===== config.mk =====
export PLATFORM = sky130hd
export DESIGN_NAME = small_encode
export DESIGN_NICKNAME = d
export VERILOG_FILES = /design/src/rtl/sntrup_pkg.sv /design/src/rtl/small_coef_decode.sv /design/src/rtl/small_encode.sv
export SDC_FILE = /design/constraint.sdc
export NUM_CORES = 1
export LEC_CHECK = 0
export CORE_ASPECT_RATIO = 0.75
export CORE_UTILIZATION = 40
export CTS_CLUSTER_DIAMETER = 80
export CTS_CLUSTER_SIZE = 16
export DETAILED_ROUTE_END_ITERATION = 12
export GPL_TIMING_DRIVEN = 1
export MAX_ROUTING_LAYER = met4
export PLACE_DENSITY = 0.62
export SLEW_MARGIN = 20
export SYNTH_ARGS = -nofsm -noshare
export SYNTH_HDL_FRONTEND = slang
export SYNTH_SLANG_ARGS = --single-unit

===== constraint.sdc =====
create_clock -name clk -period 2.18 [get_ports clk]
set_clock_uncertainty 0.05 [all_clocks]
set_input_delay 0.218 -clock clk [delete_from_list [all_inputs] [get_ports clk]]
set_output_delay 0.218 -clock clk [all_outputs]
set_load 0.01 [all_outputs]

===== src/rtl/sntrup_pkg.sv =====
// Shared constants and types for the short-polynomial encode path.
// Holds ring size, RAM geometry, ternary coefficient words and the encoder FSM states.
package sntrup_pkg;

  localparam int P      = 757;
  localparam int COEF_W = 13;
  localparam int ADDR_W = 11;
  localparam int NBYTES = (P + 3) / 4;

  localparam logic [COEF_W-1:0] COEF_M1 = 13'h1FFF;
  localparam logic [COEF_W-1:0] COEF_Z  = 13'h0000;
  localparam logic [COEF_W-1:0] COEF_P1 = 13'h0001;

  localparam logic [ADDR_W-1:0] IDLE_ADDR = 11'h7FF;
  localparam logic [ADDR_W-1:0] LAST_COEF = ADDR_W'(P - 1);
  localparam logic [7:0]        LAST_BYTE = 8'(NBYTES - 1);

  typedef enum logic [2:0] {
    ST_IDLE   = 3'd0,
    ST_FETCH  = 3'd1,
    ST_DRAIN  = 3'd2,
    ST_EMIT   = 3'd3,
    ST_FINISH = 3'd4
  } state_t;

  // cur is the coefficient arriving this cycle: lane 3 of a full byte, lane 0 of the tail byte.
  function automatic logic [7:0] pack_byte(input logic [1:0] cur,
                                           input logic [5:0] lanes,
                                           input logic       tail);
    return tail ? {6'b000000, cur} : {cur, lanes};
  endfunction

endpackage


===== src/rtl/small_coef_decode.sv =====
// Maps a 13-bit two's-complement ternary coefficient to its 2-bit code f+1.
// Words outside {-1,0,1} encode as 0 (code 1) and raise invalid.
module small_coef_decode
  import sntrup_pkg::*;
(
  input  logic [COEF_W-1:0] coef,
  output logic [1:0]        code,
  output logic              invalid
);

  // Ternary word to code lookup
  always_comb begin
    code    = 2'd1;
    invalid = 1'b0;
    case (coef)
      COEF_M1: begin
        code    = 2'd0;
        invalid = 1'b0;
      end
      COEF_Z: begin
        code    = 2'd1;
        invalid = 1'b0;
      end
      COEF_P1: begin
        code    = 2'd2;
        invalid = 1'b0;
      end
      default: begin
        code    = 2'd1;
        invalid = 1'b1;
      end
    endcase
  end

endmodule


===== src/rtl/small_encode.sv =====
// Reads a ternary polynomial from the coefficient RAM and streams the Small_encode
// byte string (four 2-bit codes per byte) over a valid/ready interface.
module small_encode
  import sntrup_pkg::*;
(
  input  logic              clk,
  input  logic              rst,
  input  logic              start,
  output logic              busy,
  output logic              done,
  output logic [ADDR_W-1:0] mem_address_o,
  input  logic [COEF_W-1:0] mem_data_i,
  output logic [7:0]        out_byte,
  output logic              out_valid,
  input  logic              out_ready,
  output logic              out_last,
  output logic              coef_err
);

  state_t            state_r, state_s;
  logic [7:0]        byte_cnt_r, byte_cnt_s;
  logic [ADDR_W-1:0] coef_cnt_r, coef_cnt_s;
  logic [ADDR_W-1:0] mem_address_s;
  logic              rd_pend_r, rd_pend_s;
  logic [1:0]        rd_lane_r, rd_lane_s;
  logic [5:0]        lanes_r, lanes_s;
  logic              busy_s, done_s, out_valid_s, out_last_s, coef_err_s;
  logic [7:0]        out_byte_s;
  logic [1:0]        code_s;
  logic              invalid_s;
  logic              last_byte_s;
  logic              last_addr_s;

  small_coef_decode u_decode (
    .coef    (mem_data_i),
    .code    (code_s),
    .invalid (invalid_s)
  );

  assign last_byte_s = (byte_cnt_r == LAST_BYTE);
  assign last_addr_s = (coef_cnt_r == LAST_COEF) || (coef_cnt_r[1:0] == 2'd3);

  // Next-state and next-register computation
  always_comb begin
    state_s       = state_r;
    byte_cnt_s    = byte_cnt_r;
    coef_cnt_s    = coef_cnt_r;
    mem_address_s = mem_address_o;
    rd_pend_s     = 1'b0;
    rd_lane_s     = rd_lane_r;
    lanes_s       = lanes_r;
    busy_s        = busy;
    done_s        = 1'b0;
    out_valid_s   = out_valid;
    out_last_s    = out_last;
    out_byte_s    = out_byte;
    coef_err_s    = coef_err | (rd_pend_r & invalid_s);

    // RAM data lands one cycle after its address; lane 3 is consumed directly in DRAIN.
    if (rd_pend_r) begin
      case (rd_lane_r)
        2'd0:    lanes_s[1:0] = code_s;
        2'd1:    lanes_s[3:2] = code_s;
        2'd2:    lanes_s[5:4] = code_s;
        default: lanes_s      = lanes_r;
      endcase
    end else begin
      lanes_s = lanes_r;
    end

    case (state_r)
      ST_IDLE: begin
        mem_address_s = IDLE_ADDR;
        if (start) begin
          state_s       = ST_FETCH;
          busy_s        = 1'b1;
          coef_err_s    = 1'b0;
          byte_cnt_s    = 8'd0;
          coef_cnt_s    = {ADDR_W{1'b0}};
          mem_address_s = {ADDR_W{1'b0}};
          lanes_s       = 6'd0;
        end else begin
          state_s = ST_IDLE;
        end
      end
      ST_FETCH: begin
        rd_pend_s = 1'b1;
        rd_lane_s = coef_cnt_r[1:0];
        if (last_addr_s) begin
          state_s = ST_DRAIN;
        end else begin
          coef_cnt_s    = coef_cnt_r + 11'd1;
          mem_address_s = coef_cnt_r + 11'd1;
        end
      end
      ST_DRAIN: begin
        out_byte_s  = pack_byte(code_s, lanes_r, last_byte_s);
        out_valid_s = 1'b1;
        out_last_s  = last_byte_s;
        state_s     = ST_EMIT;
      end
      ST_EMIT: begin
        if (out_ready) begin
          out_valid_s = 1'b0;
          out_last_s  = 1'b0;
          if (last_byte_s) begin
            state_s       = ST_FINISH;
            done_s        = 1'b1;
            busy_s        = 1'b0;
            coef_cnt_s    = {ADDR_W{1'b0}};
            mem_address_s = IDLE_ADDR;
          end else begin
            state_s       = ST_FETCH;
            byte_cnt_s    = byte_cnt_r + 8'd1;
            coef_cnt_s    = coef_cnt_r + 11'd1;
            mem_address_s = coef_cnt_r + 11'd1;
          end
        end else begin
          state_s = ST_EMIT;
        end
      end
      ST_FINISH: begin
        state_s       = ST_IDLE;
        mem_address_s = IDLE_ADDR;
      end
      default: begin
        state_s       = ST_IDLE;
        busy_s        = 1'b0;
        out_valid_s   = 1'b0;
        out_last_s    = 1'b0;
        mem_address_s = IDLE_ADDR;
      end
    endcase
  end

  // FSM state register
  always_ff @(posedge clk) begin
    if (rst) begin
      state_r <= ST_IDLE;
    end else begin
      state_r <= state_s;
    end
  end

  // Datapath and output registers
  always_ff @(posedge clk) begin
    if (rst) begin
      byte_cnt_r    <= 8'd0;
      coef_cnt_r    <= {ADDR_W{1'b0}};
      mem_address_o <= IDLE_ADDR;
      rd_pend_r     <= 1'b0;
      rd_lane_r     <= 2'd0;
      lanes_r       <= 6'd0;
      busy          <= 1'b0;
      done          <= 1'b0;
      out_valid     <= 1'b0;
      out_last      <= 1'b0;
      out_byte      <= 8'd0;
      coef_err      <= 1'b0;
    end else begin
      byte_cnt_r    <= byte_cnt_s;
      coef_cnt_r    <= coef_cnt_s;
      mem_address_o <= mem_address_s;
      rd_pend_r     <= rd_pend_s;
      rd_lane_r     <= rd_lane_s;
      lanes_r       <= lanes_s;
      busy          <= busy_s;
      done          <= done_s;
      out_valid     <= out_valid_s;
      out_last      <= out_last_s;
      out_byte      <= out_byte_s;
      coef_err      <= coef_err_s;
    end
  end

endmodule


# ---- After elaboration in Yosys (flattened, before gate mapping)
# Cells that the tools add are included.
dict set report classes {
  addsub 2
  mul 0
  div_mod_pow 0
  n_lt_le_gt_ge 0
  n_eq_ne 17
  shift 0
  mux 38
  bitwise 7
  n_reduce_logical 15
}
# operator count
set op_table {}
lappend op_table {{$mux 11} 7}
lappend op_table {{$pmux 11 s4} 1}
lappend op_table {{$pmux 11 s3} 1}
lappend op_table {{$mux 8} 4}
lappend op_table {{$mux 6} 3}
lappend op_table {{$pmux 8 s2} 1}
lappend op_table {{$eq 13x1->1 const B} 1}
lappend op_table {{$eq 13x13->1 const B} 1}
lappend op_table {{$logic_not 13->1} 1}
lappend op_table {{$ne 2x2->1 const B} 6}
lappend op_table {{$pmux 3 s4} 1}
lappend op_table {{$reduce_and 4->1} 3}
lappend op_table {{$reduce_or 3->1} 4}
lappend op_table {{$add 11x1->11 const B} 1}
lappend op_table {{$eq 11x10->1 const B} 1}
lappend op_table {{$mux 1} 10}
lappend op_table {{$mux 3} 3}
lappend op_table {{$pmux 1 s3} 3}
lappend op_table {{$add 8x1->8 const B} 1}
lappend op_table {{$eq 8x8->1 const B} 1}
lappend op_table {{$eq 3x2->1 const B} 2}
lappend op_table {{$mux 2} 3}
lappend op_table {{$not 1->1} 5}
lappend op_table {{$eq 2x2->1 const B} 2}
lappend op_table {{other kinds (13)} 13}
dict set report totals {
  regBits 55
  latch_bits 0
  ram_bits 0
  rom_bits 0
  inputBits 17
  out_inout_bits 24
  elab_cells 92
  mem_count 0
}

# ---- Logic depth before layout (Yosys ltp)
# Gate-level depths: netlist of run 1.
dict set report depth {
  word_depth 7
  mapped_depth 7
  mapped_depth_nobuf 6
}

# ---- Cells and area by module
# Synthesis of run 1 repeated with hierarchy kept, for this count alone.
dict set report unflattened {
  hier_cells 322
  hier_area_um2 2626.3
}
# module n_inst cells_each area_per_inst_um2 seq_area_each_um2
set modules_own_cells {}
lappend modules_own_cells {small_encode 1 309 2537.4 1101.1}
lappend modules_own_cells {small_coef_decode 1 13 88.8 0.0}

# ---- Worst setup path after synthesis of run 1
# No wires, ideal clock.
dict set report synth_path {
  kind {register -> register}
  from {register byte_cnt_r[1]}
  to {register coef_cnt_r[9]}
  setup_ns 0.089
  arrival_ns 1.589
  required_ns 2.041
  path_slack_ns 0.452
  path_stages_with_launch 7
  path_buffers 0
  period_less_slack_ns 1.728
  path_cell_list {dfxtp_1 -> inv_1 -> ha_1 -> and3b_4 -> a311oi_4 -> nand4_4 -> o32ai_2}
}
dict set report synth_via {
  elab_chain_cells 4
}
# element line_no
set synth_lines {}
lappend synth_lines {{from (decl)} small_encode.sv:21} ;# logic [7:0] byte_cnt_r, byte_cnt_s;
lappend synth_lines {{from (signal assigned)} small_encode.sv:161} ;# byte_cnt_r <= byte_cnt_s;
lappend synth_lines {{$eq 8x8->1} small_encode.sv:40} ;# assign last_byte_s = (byte_cnt_r == LAST_BYTE);
lappend synth_lines {{$mux 11} small_encode.sv:106} ;# if (last_byte_s) begin
lappend synth_lines {{$mux 11} small_encode.sv:103} ;# if (out_ready) begin
lappend synth_lines {{$pmux 11 s3} small_encode.sv:71} ;# case (state_r)
lappend synth_lines {{to (signal assigned)} small_encode.sv:149} ;# coef_cnt_r <= {ADDR_W{1'b0}};
lappend synth_lines {{to (signal assigned)} small_encode.sv:162} ;# coef_cnt_r <= coef_cnt_s;
lappend synth_lines {{to (decl)} small_encode.sv:22} ;# logic [ADDR_W-1:0] coef_cnt_r, coef_cnt_s;
# No other way between the ends. The select of a mux whose other input is x is not followed.
# A chain may end at the register's enable or synchronous reset.

# ---- Final worst setup path of run 1
# Same ends and word-level chain as after synthesis.

==> results.sh, run 1 <==
export IMPL_outcome="finished, violations left"
export IMPL_violations="design-rule violations"
export IMPL_wirelength_mm=6.90
export IMPL_crit_chain="inv_1 > ha_1 > and3b_4 > a311oi_4 > nand4_4 > o32ai_2"
export IMPL_die_x_um=98.5
export IMPL_avgSynthCellArea_um2=9.13
export IMPL_clock_sinks=55
export IMPL_finalHoldViolCount=0
export IMPL_synth_top_family_by_area="compound AO/OA/AOI/OAI gates"
export IMPL_p_switching_w=0.000685
export IMPL_post_cts_buffers=0
export IMPL_multiInputGateArea_um2=1560
export IMPL_netlist_area_um2=2800
export IMPL_synthAdderAreaFrac_pct=1.79
export IMPL_regArea_um2=1100
export IMPL_syn_num_nets=327
export IMPL_p_seq_share_pct=50.6
export IMPL_synthCells=306
export IMPL_grt_total_usage_pct=20.1
export IMPL_antennaDiodeCount=0
export IMPL_cts_tree="done"
export IMPL_post_synth_top_area_fraction_pct=39.4
export IMPL_numCtsBuffers=5
export IMPL_ios=41
export IMPL_viasPerCell=5.85
export IMPL_drive_gt1_share_pct=11.0
export IMPL_hold_slack_ns=0.413
export IMPL_grt_pass1_wl_mm=11.1
export IMPL_tightest_slew_ns=0.545
export IMPL_clock_path_buffers=2
export IMPL_finalSetupViolCount=0
export IMPL_grt_overflow=0
export IMPL_fin_util_pct=51.6
export IMPL_clk_pin_slew_ns=0.10
export IMPL_p_clk_share_pct=25.5
export IMPL_synth_distinct_cells=53
export IMPL_synth_xor_area_share_pct=2.19
export IMPL_initialDrtViolationCount=185
export IMPL_cts_root_buf="clkbuf_8"
export IMPL_post_drt_wl_per_cell_um=16.1
export IMPL_path_max_fanout=10
export IMPL_pwr_share_comb_pct=23.9
export IMPL_switching_share_pct=30.7
export IMPL_synth_mux_area_share_pct=2.51
export IMPL_io_buffers=40
export IMPL_coreArea_um2=6540
export IMPL_grt_start_max_net_pins=24
export IMPL_post_route_drc_count=4
export IMPL_critPathLaunchType="flop"
export IMPL_slew_viol_final=0
export IMPL_synthToLayoutAreaGrowth_pct=20.7
export IMPL_synth_flop_cell="dfxtp_1"
export IMPL_vias=2505
export IMPL_synth_compound_area_share_pct=25.2
export IMPL_yosysSeqAreaShare_pct=39.4
export IMPL_p_leak_nw=1.09
export IMPL_timing_final_crit_share_pct=89.1
export IMPL_fillerInstances=611
export IMPL_antenna_found_initial=0
export IMPL_clk_latency_ns=0.31
export IMPL_dp_hpwl_mm=4.87
export IMPL_die_area_um2=7330
export IMPL_grt_pass1_vias=2131
export IMPL_htreeDepth=2
export IMPL_arrival_ns=2.12
export IMPL_rows=25
export IMPL_clock_fmax_mhz=515
export IMPL_maxCapViolCount=0
export IMPL_synth_simple_area_share_pct=23.9
export IMPL_ys_top_cells_by_area="dfxtp_1 39%, o32ai_2 4.7%, nand2_1 4.2%"
export IMPL_p_int_w=0.00155
export IMPL_cpMaxStageDelayCell="dfxtp_1"
export IMPL_drtPass1Iterations=9
export IMPL_relSlewSlack_pct=63.7
export IMPL_crit_path_end_kind="flop"
export IMPL_hp_class="reg2reg"
export IMPL_path_buf_inv=1
export IMPL_finalCriticalPeriod_ns=1.94
export IMPL_tns_ns=0
export IMPL_power_density_nw_per_um2=662
export IMPL_synth_top_cell_by_area="dfxtp_1"
export IMPL_async_flop_share_pct=0
export IMPL_peakVddDrop_mv=0.291
export IMPL_cp_top_family="compound AO/OA/AOI/OAI gates"
export IMPL_crit_type="reg2reg"
export IMPL_antenna_left=0
export IMPL_synth_seq_cells=55
export IMPL_crit_required_ns=2.36
export IMPL_gp_congestion=0.838
export IMPL_slowest_delay_ns=0.38
export IMPL_rsz0062_at_grt="false"
export IMPL_yosysWarnings=0
export IMPL_nets=367
export IMPL_synth_edf_count=0
export IMPL_dieHeight_um=74.4
export IMPL_start_util_pct=42.8
export IMPL_holdBufCountCts=0
==> placed cells by master (no fill, tap or decap), types with 4 or more instances in the layout <==
cell type        Yosys  layout
dfxtp_1             55      55
clkdlybuf4s50_1      0      39
nand2_1             31      31
nor2_1              25      25
inv_1               12      12
a311oi_1            12      12
buf_4                2      11
a41oi_1             10      10
a21oi_1              9       9
nand4_1              8       8
o32ai_2              8       8
mux2i_1              7       7
nand3_1              7       7
o21ai_0              7       7
a22oi_1              7       7
o21a_1               6       6
nand3b_1             6       6
a31oi_1              6       6
nor3_1               5       5
and3_1               5       5
nor4_1               5       5
a211oi_1             5       5
clkbuf_8             0       5
and4_1               4       4
nand2b_1             4       4
xnor2_1              4       4
ha_1                 4       4
==> routing by layer <==
| metal | up-vias | wire length (um) | track usage [%] |
|---|---|---|---|
| li1 | 1250 | - | - |
| met1 | 1201 | 3710 | 30.5 |
| met2 | 50 | 2780 | 26.4 |
| met3 | 4 | 378 | 4.04 |
| met4 | 0 | 29 | 4.98 |
| met5 | - | 0 | - |
==> worst min-delay path: stages (launching register included) <==
cell and delay, ns:
dfxtp_1 0.32, nand2_1 0.05, a21oi_1 0.05
==> final cells by class <==
type	instances	area share, %
clock inverter	3	0.556
clock buffer	5	2.04
tap	81	3.00
sequential	55	32.6
timing repair buffer	51	14.2
inverter	12	1.34
multi-input combinational	221	46.3
==> metrics by stage <==
step	std cells	cell area (um2)	total power, W	setup slack [ns]
after CTS	428	3370	0.00225	0.132
after global routing	428	3370	0.00236	0.0512
after detailed placement	420	3280	0.00168	0.135
after global placement	420	3280	0.00168	0.151
final	428	3370	0.00223	0.237
after floorplan	306	2800	0.00146	0.452
==> cell usage after synthesis, drive strengths merged (6+ instances only) <==
cell type / n
dfxtp: 55
nand2: 31
nor2: 25
a311oi: 13
inv: 12
a21oi: 11
a41oi: 10
clkbuf: 10
nand4: 10
o32ai: 9
buf: 8
o21ai: 8
a22oi: 7
mux2i: 7
nand3: 7
a31oi: 6
nand3b: 6
o21a: 6
==> state kept, by name, summed over array words and instances, names as in the netlist <==
register,flops
state_r,3
mem_address_o,11
out_last,1
lanes_r,6
done,1
rd_lane_r,2
out_byte,8
coef_err,1
busy,1
rd_pend_r,1
coef_cnt_r,11
out_valid,1
byte_cnt_r,8
==> power by group through the flow <==
stage	clock network [W]	logic, W	registers (W)
after CTS	0.000589	0.000529	0.00113
after floorplan	0	0.000293	0.00117
after global placement	0	0.000524	0.00115
after detailed placement	0	0.000526	0.00115
after global routing	0.000639	0.000576	0.00114
final	0.000570	0.000533	0.00113
==> what timing repair did <==
| action | CTS | global route |
|---|---|---|
| endpoints found under the hold margin | 0 | 0 |
| resized for setup | 0 | 1 |
| endpoints found under the setup margin | 0 | 2 |
==> worst paths after layout <==
path                              startpoint                    endpoint  slack, ns  depth (start not counted)
setup reg to reg  byte_cnt_r[1]$_SDFFE_PP0P_  coef_cnt_r[9]$_SDFFE_PP0P_       0.24                          6
hold / removal         lanes_r[2]$_SDFF_PP0_       lanes_r[2]$_SDFF_PP0_       0.41                          2
hold reg to reg        lanes_r[2]$_SDFF_PP0_       lanes_r[2]$_SDFF_PP0_       0.41                          2
setup / recovery  byte_cnt_r[1]$_SDFFE_PP0P_  coef_cnt_r[9]$_SDFFE_PP0P_       0.24                          6
==> cells by family after synthesis <==
family / count (synthesis)
buffers and inverters: 30
AND/OR/NAND/NOR: 119
multiplexers: 7
adder cells (fa/ha/maj): 4
XOR/XNOR: 7
flip-flops: 55
AO/OA/AOI/OAI: 84
(Power assumes the default switching activity.)
==> run 2, diff against run 1 <==
--- a/config.mk
+++ b/config.mk
@@ -6,13 +6,13 @@
 export NUM_CORES = 1
 export LEC_CHECK = 0
 export CORE_ASPECT_RATIO = 0.75
-export CORE_UTILIZATION = 40
+export CORE_UTILIZATION = 54
 export CTS_CLUSTER_DIAMETER = 80
 export CTS_CLUSTER_SIZE = 16
 export DETAILED_ROUTE_END_ITERATION = 12
 export GPL_TIMING_DRIVEN = 1
 export MAX_ROUTING_LAYER = met4
-export PLACE_DENSITY = 0.62
+export PLACE_DENSITY = 0.75
 export SLEW_MARGIN = 20
 export SYNTH_ARGS = -nofsm -noshare
 export SYNTH_HDL_FRONTEND = slang
==> run 2 against run 1 <==
The run now ends clean. Sequential share of layout area up 0.48 points. Worst setup slack better by 0.015 ns. Flip-flop and latch count unchanged. Routed wire length decreased by 2.0%.
==> results.sh, run 2 (synthesis results as in run 1) <==
export IMPL_path_max_fanout=14
export IMPL_switching_share_pct=29.8
export IMPL_clock_sinks=55
export IMPL_critPathLaunchType="flop"
export IMPL_top_layer="met4"
export IMPL_clock_path_buffers=2
export IMPL_finalCriticalPeriod_ns=1.93
export IMPL_wl_met2_mm=2.74
export IMPL_worst_slack_ns=0.252
export IMPL_cp_top_family="compound AO/OA/AOI/OAI gates"
export IMPL_peakVddDrop_mv=0.389
export IMPL_vias=2548
export IMPL_post_drt_wl_per_cell_um=16.8
export IMPL_design_area_um2=3320
export IMPL_clk_latency_ns=0.32
export IMPL_timing_final_crit_share_pct=88.4
export IMPL_post_route_drc_count=0
export IMPL_die_x_um=85.1
export IMPL_finalHoldViolCount=0
export IMPL_slew_viol_final=0
export IMPL_antenna_found_initial=0
export IMPL_crit_type="reg2reg"
export IMPL_grt_start_max_net_pins=29
export IMPL_antennaDiodeCount=0
export IMPL_met3_length_um=478
export IMPL_outcome="finished, final reports clean"
export IMPL_layout_commonest_cell="dfxtp_1"
export IMPL_power_density_nw_per_um2=671
export IMPL_htreeDepth=2
export IMPL_reg_top3="coef_cnt_r (11), mem_address_o (11)"
export IMPL_relSlewSlack_pct=52.0
export IMPL_dp_hpwl_mm=4.73
export IMPL_p_leak_nw=1.07
export IMPL_finalSetupViolCount=0
export IMPL_maxCapViolCount=0
export IMPL_wirelength_mm=6.76
export IMPL_cpMaxStageDelayCell="nor2b_1"
export IMPL_cts_root_buf="clkbuf_8"
export IMPL_antenna_left=0
export IMPL_io_buffers=40
export IMPL_tns_ns=0
export IMPL_holdBufCountCts=0
export IMPL_crit_chain="nor2b_1 > o21ai_0 > a41oi_1"
export IMPL_rsz0062_at_grt="false"
export IMPL_rows=22
export IMPL_r2r_start="state_r[2]$_SDFFE_PP0P_"
export IMPL_cts_tree="done"
export IMPL_clk_pin_slew_ns=0.10
export IMPL_coreArea_um2=4930
export IMPL_drtPass1Iterations=4
export IMPL_viasPerCell=6.32
export IMPL_p_int_w=0.00157
export IMPL_drive_gt1_share_pct=9.91
export IMPL_grt_pass1_vias=2216
export IMPL_slowest_delay_ns=0.64
export IMPL_pwr_share_comb_pct=23.3
export IMPL_p_clk_share_pct=26.0
export IMPL_start_util_pct=56.7
export IMPL_clock_fmax_mhz=519
export IMPL_hp_class="in2reg"
export IMPL_ios=41
export IMPL_arrival_ns=2.12
export IMPL_dpl_cell_area_um2=3230
export IMPL_grt_overflow=0
export IMPL_numCtsBuffers=5
export IMPL_tightest_slew_ns=0.719
export IMPL_path_buf_inv=0
export IMPL_p_seq_share_pct=50.7
export IMPL_crit_path_end_kind="flop"
export IMPL_grt_total_usage_pct=26.8
export IMPL_crit_required_ns=2.37
export IMPL_die_area_um2=5470
export IMPL_gp_congestion=0.838
export IMPL_p_switching_w=0.000666
export IMPL_initialDrtViolationCount=193
export IMPL_mostFrequentLayoutCells="55 x dfxtp_1, 39 x clkdlybuf4s50_1, 31 x nand2_1"
export IMPL_nets=364
export IMPL_dieHeight_um=64.3
export IMPL_preCtsSetupSlack_ns=0.123
export IMPL_hold_slack_ns=0.399
export IMPL_routedLengthMet1_mm=3.44
export IMPL_grt_pass1_wl_mm=11.1
export IMPL_synthToLayoutAreaGrowth_pct=18.9
export IMPL_min_from="rst"
export IMPL_startpoint="state_r[2]$_SDFFE_PP0P_"
-- run 2: power by group through the flow --
| stage | logic, W | registers (W) | clock network (W) |
|---|---|---|---|
| after floorplan | 0.000293 | 0.00117 | 0 |
| after global placement | 0.000506 | 0.00115 | 0 |
| after detailed placement | 0.000513 | 0.00115 | 0 |
| after CTS | 0.000515 | 0.00113 | 0.000587 |
| after global routing | 0.000562 | 0.00114 | 0.000631 |
| final | 0.000520 | 0.00113 | 0.000581 |
-- run 2: worst paths after layout --
check	cells past startpoint	endpoint	slack, ns
hold reg to reg	2	coef_err$_SDFF_PP0_	0.43
setup reg to reg	3	mem_address_o[7]$_SDFFE_PP1P_	0.25
setup / recovery	3	mem_address_o[7]$_SDFFE_PP1P_	0.25
hold / removal	3	mem_address_o[9]$_SDFFE_PP1P_	0.40
-- run 2: worst min-delay path, stage by stage --
cell and delay (ns):
buf_2 0.29, a311oi_1 0.09, a31oi_1 0.12
-- run 2: timing repair --
| action | 4_1_cts | 5_1_grt |
|---|---|---|
| gates resized for setup | 0 | 1 |
| setup endpoints to repair | 0 | 3 |
| buffers inserted | 0 | 0 |
-- run 2: final cells by class --
type	count	area, um2
clock buffers	6	82.6
multi-input cells	221	1560
clock inverters	1	5.00
flip-flops and latches	55	1100
fillers	425	1600
well taps	60	75.1
inverters	12	45.0
repair buffers	48	455
-- run 2: routing by layer --
metal,vias to the layer above,track usage (%)
met5,-,-
met4,0,8.47
met3,10,4.39
met2,80,35.8
met1,1227,40.5
li1,1231,-
-- run 2: through the flow --
step           util (%)  total power, W  instances
2_1_floorplan         -         0.00146        306
3_3_place_gp       65.6         0.00166        396
3_5_place_dp       65.6         0.00166        396
4_1_cts            67.3         0.00223        403
5_1_grt            67.5         0.00233        403
6_report           67.5         0.00223        403
